--- src/rtl/multi_phase_light_ctrl_pkg.sv ---
// Shared lamp codes, sequencer state encoding and a saturating step helper
// for the multi-phase traffic-light controller.
package multi_phase_light_ctrl_pkg;

  localparam logic [1:0] LAMP_RED    = 2'b00;
  localparam logic [1:0] LAMP_GREEN  = 2'b01;
  localparam logic [1:0] LAMP_YELLOW = 2'b10;

  typedef enum logic [1:0] {
    ST_GREEN  = 2'd0,
    ST_YELLOW = 2'd1,
    ST_ALLRED = 2'd2,
    ST_SET    = 2'd3
  } state_t;

  // Opposing requests cancel; otherwise step by one and clamp to [lo, hi].
  function automatic int unsigned sat_adj(input int unsigned val, input logic up,
                                          input logic dn, input int unsigned lo,
                                          input int unsigned hi);
    if (up && !dn) begin
      sat_adj = (val >= hi) ? hi : val + 32'd1;
    end else if (dn && !up) begin
      sat_adj = (val <= lo) ? lo : val - 32'd1;
    end else begin
      sat_adj = val;
    end
  endfunction

endpackage

--- src/rtl/multi_phase_light_ctrl_tick_prescaler.sv ---
// One-second tick generator: counts 0..TICK_DIV-1 and pulses on the wrap.
// hold_i keeps the counter parked at zero.
module tick_prescaler #(
  parameter int TICK_DIV = 25_000_000
) (
  input  logic clk_i,
  input  logic rst_ni,
  input  logic hold_i,
  output logic tick_o
);

  localparam int CW = (TICK_DIV > 1) ? $clog2(TICK_DIV) : 1;
  localparam logic [CW-1:0] LAST = CW'(TICK_DIV - 1);

  logic [CW-1:0] cnt_q;

  // Free-running divider, parked at zero while held
  always_ff @(posedge clk_i) begin
    if (!rst_ni) begin
      cnt_q <= '0;
    end else if (hold_i || (cnt_q == LAST)) begin
      cnt_q <= '0;
    end else begin
      cnt_q <= cnt_q + CW'(1);
    end
  end

  assign tick_o = (cnt_q == LAST);

endmodule

--- src/rtl/multi_phase_light_ctrl.sv ---
// N-phase GREEN->YELLOW->ALL-RED sequencer with per-phase editable green times.
// Optional pedestrian walk service is built when macro PED_REQ_EN is defined.
module multi_phase_light_ctrl
  import multi_phase_light_ctrl_pkg::*;
#(
  parameter int N_PHASES  = 4,
  parameter int CNT_W     = 5,
  parameter int TICK_DIV  = 25_000_000,
  parameter int DEF_GREEN = 10,
  parameter int MIN_GREEN = 2,
  parameter int MAX_GREEN = 30,
  parameter int YEL_S     = 3,
  parameter int ALLRED_S  = 1,
  parameter int PED_MIN_S = 8,
  localparam int PW = (N_PHASES > 1) ? $clog2(N_PHASES) : 1
) (
  input  logic                  clk_i,
  input  logic                  rst_ni,
  input  logic                  set_i,
  input  logic                  btn_up_i,
  input  logic                  btn_down_i,
  input  logic                  btn_left_i,
  input  logic                  btn_right_i,
  input  logic [N_PHASES-1:0]   ped_req_i,
  output logic [PW-1:0]         phase_idx_o,
  output logic [2*N_PHASES-1:0] light_o,
  output logic [CNT_W-1:0]      sec_left_o,
  output logic [PW-1:0]         sel_idx_o,
  output logic [CNT_W-1:0]      sel_green_o,
  output logic [N_PHASES-1:0]   walk_o
);

  state_t                  state_q, state_d;
  logic [PW-1:0]           phase_q, phase_d, sel_q, sel_d, nxt_phase_s;
  logic [CNT_W-1:0]        sec_q, sec_d, run_green_s;
  logic [CNT_W-1:0]        green_q [N_PHASES];
  logic [CNT_W-1:0]        green_d [N_PHASES];
  logic [2*N_PHASES-1:0]   light_q;
  logic                    tick_s, to_yellow_s, to_green_s, to_set_s;

  function automatic logic [2*N_PHASES-1:0] lamps(input state_t st, input logic [PW-1:0] ph);
    lamps = '0;
    for (int p = 0; p < N_PHASES; p++) begin
      if (PW'(p) == ph && st == ST_GREEN) begin
        lamps[2*p +: 2] = LAMP_GREEN;
      end else if (PW'(p) == ph && st == ST_YELLOW) begin
        lamps[2*p +: 2] = LAMP_YELLOW;
      end else begin
        lamps[2*p +: 2] = LAMP_RED;
      end
    end
  endfunction

  tick_prescaler #(.TICK_DIV(TICK_DIV)) u_tick (
    .clk_i  (clk_i),
    .rst_ni (rst_ni),
    .hold_i (state_q == ST_SET),
    .tick_o (tick_s)
  );

  assign nxt_phase_s = (phase_q == PW'(N_PHASES - 1)) ? '0 : phase_q + PW'(1);

`ifdef PED_REQ_EN
  logic [N_PHASES-1:0] ped_q, ped_d, ped_set_s, walk_q, walk_d;

  // Latch requests except for the phase currently showing green; SET masks all.
  always_comb begin
    for (int p = 0; p < N_PHASES; p++) begin
      ped_set_s[p] = ped_q[p] | (ped_req_i[p] && (state_q != ST_SET) &&
                                 !(state_q == ST_GREEN && phase_q == PW'(p)));
    end
  end

  assign run_green_s = (ped_set_s[nxt_phase_s] && (green_q[nxt_phase_s] < CNT_W'(PED_MIN_S)))
                     ? CNT_W'(PED_MIN_S) : green_q[nxt_phase_s];

  // Walk lamp follows the served request from green entry until yellow
  always_comb begin
    ped_d  = ped_set_s;
    walk_d = walk_q;
    if (to_set_s) begin
      ped_d  = '0;
      walk_d = '0;
    end else if (to_yellow_s) begin
      ped_d[phase_q]  = 1'b0;
      walk_d[phase_q] = 1'b0;
    end else if (to_green_s) begin
      walk_d[nxt_phase_s] = ped_set_s[nxt_phase_s];
    end else begin
      walk_d = walk_q;
    end
  end

  // Pedestrian latch and walk registers
  always_ff @(posedge clk_i) begin
    if (!rst_ni) begin
      ped_q  <= '0;
      walk_q <= '0;
    end else begin
      ped_q  <= ped_d;
      walk_q <= walk_d;
    end
  end

  assign walk_o = walk_q;
`else
  logic ped_unused_s;
  assign ped_unused_s = ^ped_req_i;
  assign run_green_s  = green_q[nxt_phase_s];
  assign walk_o       = '0;
`endif

  // Next-state logic for sequencing and set-mode editing
  always_comb begin
    state_d     = state_q;
    phase_d     = phase_q;
    sec_d       = sec_q;
    sel_d       = sel_q;
    green_d     = green_q;
    to_yellow_s = 1'b0;
    to_green_s  = 1'b0;
    to_set_s    = 1'b0;
    case (state_q)
      ST_GREEN, ST_YELLOW, ST_ALLRED: begin
        if (set_i) begin
          state_d  = ST_SET;
          to_set_s = 1'b1;
        end else if (tick_s && (sec_q > CNT_W'(1))) begin
          sec_d = sec_q - CNT_W'(1);
        end else if (tick_s) begin
          case (state_q)
            ST_GREEN: begin
              state_d     = ST_YELLOW;
              sec_d       = CNT_W'(YEL_S);
              to_yellow_s = 1'b1;
            end
            ST_YELLOW: begin
              state_d = ST_ALLRED;
              sec_d   = CNT_W'(ALLRED_S);
            end
            default: begin
              state_d    = ST_GREEN;
              phase_d    = nxt_phase_s;
              sec_d      = run_green_s;
              to_green_s = 1'b1;
            end
          endcase
        end else begin
          sec_d = sec_q;
        end
      end
      ST_SET: begin
        if (!set_i) begin
          state_d = ST_GREEN;
          phase_d = '0;
          sec_d   = green_q[0];
        end else begin
          if (btn_right_i && !btn_left_i) begin
            sel_d = (sel_q == PW'(N_PHASES - 1)) ? '0 : sel_q + PW'(1);
          end else if (btn_left_i && !btn_right_i) begin
            sel_d = (sel_q == '0) ? PW'(N_PHASES - 1) : sel_q - PW'(1);
          end else begin
            sel_d = sel_q;
          end
          green_d[sel_q] = CNT_W'(sat_adj(32'(green_q[sel_q]), btn_up_i, btn_down_i,
                                          32'(MIN_GREEN), 32'(MAX_GREEN)));
        end
      end
      default: begin
        state_d = ST_ALLRED;
        phase_d = '0;
        sec_d   = CNT_W'(ALLRED_S);
      end
    endcase
  end

  // Sequencer state, green-time file and registered lamp outputs
  always_ff @(posedge clk_i) begin
    if (!rst_ni) begin
      state_q <= ST_GREEN;
      phase_q <= '0;
      sec_q   <= CNT_W'(DEF_GREEN);
      sel_q   <= '0;
      light_q <= lamps(ST_GREEN, '0);
      for (int p = 0; p < N_PHASES; p++) begin
        green_q[p] <= CNT_W'(DEF_GREEN);
      end
    end else begin
      state_q <= state_d;
      phase_q <= phase_d;
      sec_q   <= sec_d;
      sel_q   <= sel_d;
      light_q <= lamps(state_d, phase_d);
      green_q <= green_d;
    end
  end

  assign phase_idx_o = phase_q;
  assign light_o     = light_q;
  assign sec_left_o  = sec_q;
  assign sel_idx_o   = sel_q;
  assign sel_green_o = green_q[sel_q];

endmodule

--- config.mk ---
export PLATFORM = sky130hd
export DESIGN_NAME = multi_phase_light_ctrl
export DESIGN_NICKNAME = d
export VERILOG_FILES = /design/src/rtl/multi_phase_light_ctrl_pkg.sv /design/src/rtl/multi_phase_light_ctrl_tick_prescaler.sv /design/src/rtl/multi_phase_light_ctrl.sv
export SDC_FILE = /design/constraint.sdc
export NUM_CORES = 1
export LEC_CHECK = 0
export CAP_MARGIN = 40
export CORE_ASPECT_RATIO = 0.7
export CORE_UTILIZATION = 57
export DETAILED_ROUTE_END_ITERATION = 8
export GPL_ROUTABILITY_DRIVEN = 0
export PLACE_DENSITY = 0.91
export SLEW_MARGIN = 20
export SYNTH_ARGS = -nofsm -noshare
export SYNTH_HDL_FRONTEND = slang
export SYNTH_SLANG_ARGS = --single-unit
--- constraint.sdc ---
create_clock -name clk_i -period 3.15 [get_ports clk_i]
set_input_delay 0.7875 -clock clk_i [delete_from_list [all_inputs] [get_ports clk_i]]
set_output_delay 0.7875 -clock clk_i [all_outputs]
set_load 0.02 [all_outputs]
Yosys cells after proc, flatten, opt, wreduce, memory -nomap -nowiden

Index checks and enable logic that the tools add are counted.

Add/sub/neg operators: 7
$lt $le $gt $ge: 6
Equal/unequal tests: 13
Muxes and demuxes: 45
Bitwise logic cells: 3
Reduce and logical (&&, ||, !) cells: 34

Operators with widths:

| operator                                                                        | count |
|---|---|
| 5-bit two-way mux                                                               | 15 |
| 2-bit two-way mux                                                               | 18 |
| 25-bit by 1-bit adder with 25-bit output, second input constant                 | 1 |
| 25-bit equality test, second input constant                                     | 1 |
| 5-bit binary-select mux with 2-bit select                                       | 2 |
| 20-bit bitwise mux                                                              | 1 |
| 5-bit one-hot mux with 2 select lines                                           | 2 |
| 1-bit logical AND                                                               | 14 |
| 2-bit one-hot mux with 2 select lines                                           | 3 |
| 2-bit OR reduction                                                              | 6 |
| 5-bit demux with 2-bit select                                                   | 1 |
| 5-bit by 1-bit subtractor with 5-bit output, second input constant              | 2 |
| 2-bit equality test, second input constant                                      | 4 |
| 2-bit logical NOT                                                               | 4 |
| 3-bit >= comparator, second input constant                                      | 2 |
| 2-bit NOT with 3-bit output                                                     | 2 |
| 3-bit AND reduction                                                             | 2 |
| 5-bit by 1-bit adder with 5-bit output, second input constant                   | 1 |
| 5-bit >= comparator, second input constant                                      | 1 |
| 5-bit by 1-bit greater-than comparator with 1-bit output, second input constant | 1 |
| 5-bit by 2-bit <= comparator with 1-bit output, second input constant           | 1 |
| 2-bit by 1-bit adder with 2-bit output, second input constant                   | 2 |
| 2-bit by 1-bit equality test with 1-bit output, second input constant           | 2 |
| 2-bit equality test, first input constant                                       | 2 |
| other kinds (12)                                                                | 18 |

Flip-flop bits (word level): 64
Input port bits: 11
Logic and storage cells: 122

Logic depth before layout (Yosys ltp)

Depth in word-level cells: 11
Mapped depth: 11

Modules after synthesis

Synthesis repeated with hierarchy kept, for this count alone.

Cells, all modules: 397
Area total of the unflattened synthesis: 3490.8 um^2

Modules (own cells, without submodules):

| module                 | times used | cells each | area an instance (um^2) | sequential area each (um^2) |
|---|---|---|---|---|
| multi_phase_light_ctrl | 1          | 264        | 2322.2                  | 780.7 |
| tick_prescaler         | 1          | 133        | 1168.6                  | 500.5 |

Worst setup path after synthesis

No wires, ideal clock.

Path kind: reg2reg
Start: register sel_q[0] (netlist: sel_idx_o[0])
End: register green_q[14] (netlist bit)
Setup time: 0.140 ns
Data arrival time: 2.571 ns
Data required time: 3.010 ns
Setup slack: 0.439 ns
Stages on the path, launching flop included: 11
Clock period less this slack: 2.711 ns
Cell sequence: dfxtp_1 -> buf_2 -> mux4_2 -> clkbuf_1 -> inv_1 -> ha_1 -> nand2_1 -> nor3_1 -> o31ai_1 -> a221oi_1 -> a21oi_1

Longest elaborated chain between the ends: 11
Elaborated cells on any way between the ends: 20
Classes of those cells: add/sub: 2; order compare: 4; mux: 12; bitwise: 1; reduce/logical: 1

RTL lines:

| item                                                                                                                 | line                             | RTL |
|---|---|---|
| from (decl)                                                                                                          | multi_phase_light_ctrl.sv:34     | `logic [PW-1:0] phase_q, phase_d, sel_q, sel_d, nxt_phase_s;` |
| from (signal assigned)                                                                                               | multi_phase_light_ctrl.sv:192    | `sel_q <= sel_d;` |
| 2-bit NOT with 3-bit output *                                                                                        | n/a                              |  |
| 5-bit binary-select mux with 2-bit select *                                                                          | n/a                              |  |
| 5-bit two-way mux * (2 in a row)                                                                                     | n/a                              |  |
| named net sel_green_o[0]                                                                                             | multi_phase_light_ctrl.sv:29     | `output logic [CNT_W-1:0] sel_green_o,` |
| 5-bit by 1-bit subtractor with 5-bit output / 5-bit by 2-bit <= comparator with 1-bit output (equally long branches) | multi_phase_light_ctrl_pkg.sv:23 | `sat_adj = (val <= lo) ? lo : val - 32'd1;` |
| 5-bit two-way mux                                                                                                    | multi_phase_light_ctrl_pkg.sv:23 |  |
| 5-bit two-way mux                                                                                                    | multi_phase_light_ctrl_pkg.sv:22 | `end else if (dn && !up) begin` |
| 5-bit two-way mux *                                                                                                  | multi_phase_light_ctrl_pkg.sv:20 | `if (up && !dn) begin` |
| 5-bit two-way mux *                                                                                                  | multi_phase_light_ctrl.sv:153    | `if (!set_i) begin` |
| 5-bit two-way mux *                                                                                                  | multi_phase_light_ctrl.sv:123    | `case (state_q)` |
| 20-bit bitwise mux *                                                                                                 | multi_phase_light_ctrl.sv:165    | `green_d[sel_q] = CNT_W'(sat_adj(32'(green_q[sel_q]), btn_up_i, btn_down_i,` |
| to (signal, indexed assignment)                                                                                      | multi_phase_light_ctrl.sv:186    | `green_q[p] <= CNT_W'(DEF_GREEN);` |
| to (signal assigned)                                                                                                 | multi_phase_light_ctrl.sv:194    | `green_q <= green_d;` |
| to (decl)                                                                                                            | multi_phase_light_ctrl.sv:36     | `logic [CNT_W-1:0] green_q [N_PHASES];` |

Mark *: on every way through the listed nets, which the timed path passes. The rest lies on a longest branch. The select of a mux whose other input is x is not followed.
A chain may end at the register's enable or synchronous reset.

Worst setup path after layout

Start: register sel_q[0] (netlist: sel_idx_o[0])
End: output sel_green_o[0]

Longest elaborated chain between the ends: 4

RTL lines:

| item                                                 | line                          | RTL |
|---|---|---|
| 2-bit NOT with 3-bit output (implied by the code)    | multi_phase_light_ctrl.sv:202 | `assign sel_green_o = green_q[sel_q];` |
| 5-bit binary-select mux with 2-bit select            | multi_phase_light_ctrl.sv:202 |  |
| 5-bit two-way mux (implied by the code) (2 in a row) | multi_phase_light_ctrl.sv:202 |  |
| to (decl)                                            | multi_phase_light_ctrl.sv:29  |  |

Every way passes these cells. The select of a mux whose other input is x is not followed.

==> results.yml <==
run_status:
  status: "complete, no violations"
sta:
  fin_crit_sh_pct: 93.64
  max_slew_margin_pct: 57.93
  setup-tns-final_ns: 0
  fin_skew_ns: 0.006465
  rsz0062_at_grt: "false"
  period_needed_ns: 2.950
  worst_pin_slew_ns: 0.6311
  finalHoldViolCount: 0
  slew_viol_final: 0
  clock.fmax_ghz: 0.3390
  finalSetupViolCount: 0
logic_synthesis:
  postSynthCellCount: 391
  seq_area_frac_synth_pct: 36.99
  avgSynthCellArea_sq_um: 8.858
  ys_ff_latch: 64
  synth-main-ff-cell: "dfxtp_1"
  synth_edf_count: 0
  ys_types: 59
  async_reset_ff_share_pct: 0
  syn_area_sq_um: 3463
  ys_warn_count: 0
final_layout:
  fillers: 435
  final_area_sq_um: 4026
  diodes: 0
  final-seq-area_sq_um: 1282
  final_cell_mix: "63 x dfxtp_1, 44 x nor2_1, 35 x nand2_1, 28 x clkdlybuf4s50_1, 20 x a21oi_1"
  syn_to_final_growth_pct: 16.26
  stdcell_count: 496
  multiInputGateArea_sq_um: 2042
  fin_util_pct: 69.61
  final_nets: 439
  drive_gt1_share_pct: 11.16
  final_common_cell: "dfxtp_1"
critical_path:
  r2r-start: "sel_idx_o[0]$_SDFFE_PN0P_"
  critPathCapture: "sel_green_o[0]"
  cp.arrival_ns: 2.16
  ff2ff_path_depth: 9
  worst_ep_required_time_ns: 2.36
  worst_r2r_endpoint: "green_q[9]$_SDFFE_PN0P_"
  end_kind: "output pin"
  cp_max_fo: 10
  critPathLaunch: "sel_idx_o[0]$_SDFFE_PN0P_"
  worstSetupPathType: "flop to output pin"
  cp-start-kind: "flop"
  setup.reg_to_reg.worst_slack_ns: 0.40
clock_tree:
  clockBufferDepth: 2
  cts-root-buf: "clkbuf_8"
  clk_pin_slew_ns: 0.07
  ctsHoldBuffers: 0
  clock_latency_ns: 0.34
  cts.sinks: 64
  cts_tree: "done"
  cts_buffers: 9
  htree_levels: 3
power:
  switching_share_pct: 22.54
  peakVddDrop_v: 0.0003762
  internal-power_mw: 1.414
  p_seq_share_pct: 45.6
  power_frac_clock_pct: 48.0
  p_sw_mw: 0.4114
  power_density_nw_per_um2: 453.4
  p_leak_nw: 1.458
  power_frac_comb_pct: 6.4
floorplanning:
  die_h_um: 67.22
  core_area_sq_um: 5784
  ioPinCount: 37
  fp-row-count: 23
  dieArea_sq_um: 6397
  initial_utilization_pct: 59.87
  fp.dieW_um: 95.17
routing:
  drt_iter0_drc: 171
  via_per_inst: 6.149
  post_drt_wl_per_cell_um: 16.10
  dr.pass1.iters: 5
  dr_total_vias: 3050
  ant_nets: 0
  drcViolationCount: 0
  wirelength_mm: 7.988
placement:
  dp_hpwl_mm: 5.712
  io_buffers: 28
  place_inst: 480
  place_area_sq_um: 3772
grt:
  met2_usage_pct: 42.14
  grt_most_used_layer: "met2"
  grt_pass1_vias: 2715
  use_met1_pct: 33.85
  antenna_found_initial: 0
  grt_usage_pct: 26.29
  overflow: 0
  grt_max_degree: 26
  use_met3_pct: 7.545
  grt_pass1_wl_mm: 12.76
job:
  cap_violations: 0
hold_path:
  hp-class: "flop to flop"
## metal layers
| layer | vias up | routed length (um) |
|---|---|---|
| met4 | 0 | 133 |
| li1 | 1447 | - |
| met2 | 135 | 3709 |
| met3 | 16 | 671 |
| met5 | - | 0 |
| met1 | 1452 | 3474 |
## stage by stage
stage / total power [mW] / setup WS (ns) / hold WS, ns
after floorplan: 0.9321 / 0.4393 / 0.4373
after global placement: 0.9606 / 0.4951 / 0.4529
after detailed placement: 0.9646 / 0.3597 / 0.4710
after CTS: 1.834 / 0.09497 / 0.4891
after global routing: 1.877 / 0.1233 / 0.5026
final: 1.826 / 0.2003 / 0.4824
## registers in the layout, indices dropped and copies added, names as in the netlist
register	count
u_tick.cnt_q	25
green_q	20
light_o	8
sec_left_o	5
phase_idx_o	2
sel_idx_o	2
state_q	2
## logic make-up (layout without fill, tap and decap cells)
group	count (synthesis)	count (layout)	share of synthesized area [%]
simple gates	165	165	25.32
compound gates	73	73	14.16
flops	64	64	36.99
buf+inv	34	61	4.372
xor+xnor	29	29	7.334
mux	13	13	7.370
fa+ha+maj	12	12	4.335
other cells	1	4	0.1083
## critical path, cell delays in order, from the launching register on
cell and delay, ns:
dfxtp_2 0.42, buf_4 0.19, mux4_2 0.63, clkdlybuf4s50_1 0.58
## what timing repair did
action                                  4_1_cts  5_1_grt
gates resized for setup                       0        1
setup buffers                                 0        0
endpoints found under the setup margin        0        1
## worst min path at each step
stage                                    start                          to  cells past startpoint
CTS                 u_tick.cnt_q[0]$_SDFF_PP0_  u_tick.cnt_q[0]$_SDFF_PP0_                      1
global placement    u_tick.cnt_q[0]$_SDFF_PP0_  u_tick.cnt_q[0]$_SDFF_PP0_                      1
floorplan           u_tick.cnt_q[0]$_SDFF_PP0_  u_tick.cnt_q[0]$_SDFF_PP0_                      1
global route        u_tick.cnt_q[0]$_SDFF_PP0_  u_tick.cnt_q[0]$_SDFF_PP0_                      1
detailed placement  u_tick.cnt_q[0]$_SDFF_PP0_  u_tick.cnt_q[0]$_SDFF_PP0_                      1
finish              u_tick.cnt_q[0]$_SDFF_PP0_  u_tick.cnt_q[0]$_SDFF_PP0_                      1
## final cells by class
| cell class | instances | share of cell area (%) |
|---|---|---|
| Timing Repair Buffer | 31 | 7.520 |
| Sequential cell | 64 | 31.85 |
| Tap cell | 75 | 2.331 |
| Clock inverter | 6 | 2.859 |
| Clock buffer | 10 | 3.418 |
| Inverter | 14 | 1.305 |
| Multi-Input combinational cell | 296 | 50.71 |
## synth_stat cells (4+ instances only)
cell | n | area (sq um)
nand4_1 | 8 | 50.05
dfxtp_1 | 64 | 1281
inv_1 | 14 | 52.55
nand2_1 | 35 | 131.4
ha_1 | 12 | 150.1
and3_1 | 4 | 25.02
buf_2 | 4 | 20.02
nand2b_1 | 4 | 25.02
o21ai_0 | 18 | 90.09
buf_4 | 4 | 30.03
o211ai_1 | 5 | 37.54
nor2b_1 | 4 | 25.02
nor3_1 | 12 | 60.06
a21oi_1 | 20 | 100.1
nand3_1 | 19 | 95.09
o21a_1 | 4 | 30.03
clkbuf_1 | 11 | 41.29
nor4_1 | 4 | 25.02
xnor2_1 | 11 | 96.34
mux4_2 | 10 | 225.2
and4_2 | 4 | 40.04
nor2_1 | 44 | 165.2
xor2_1 | 18 | 157.7
and2_0 | 5 | 31.28
## power by group through the flow
| stage | logic [mW] | clock network, mW | registers, mW |
|---|---|---|---|
| after floorplan | 0.0852 | 0 | 0.847 |
| after global placement | 0.111 | 0 | 0.850 |
| after detailed placement | 0.114 | 0 | 0.850 |
| after CTS | 0.115 | 0.886 | 0.832 |
| after global routing | 0.129 | 0.915 | 0.833 |
| final | 0.117 | 0.876 | 0.833 |
(Power assumes the default switching activity.)
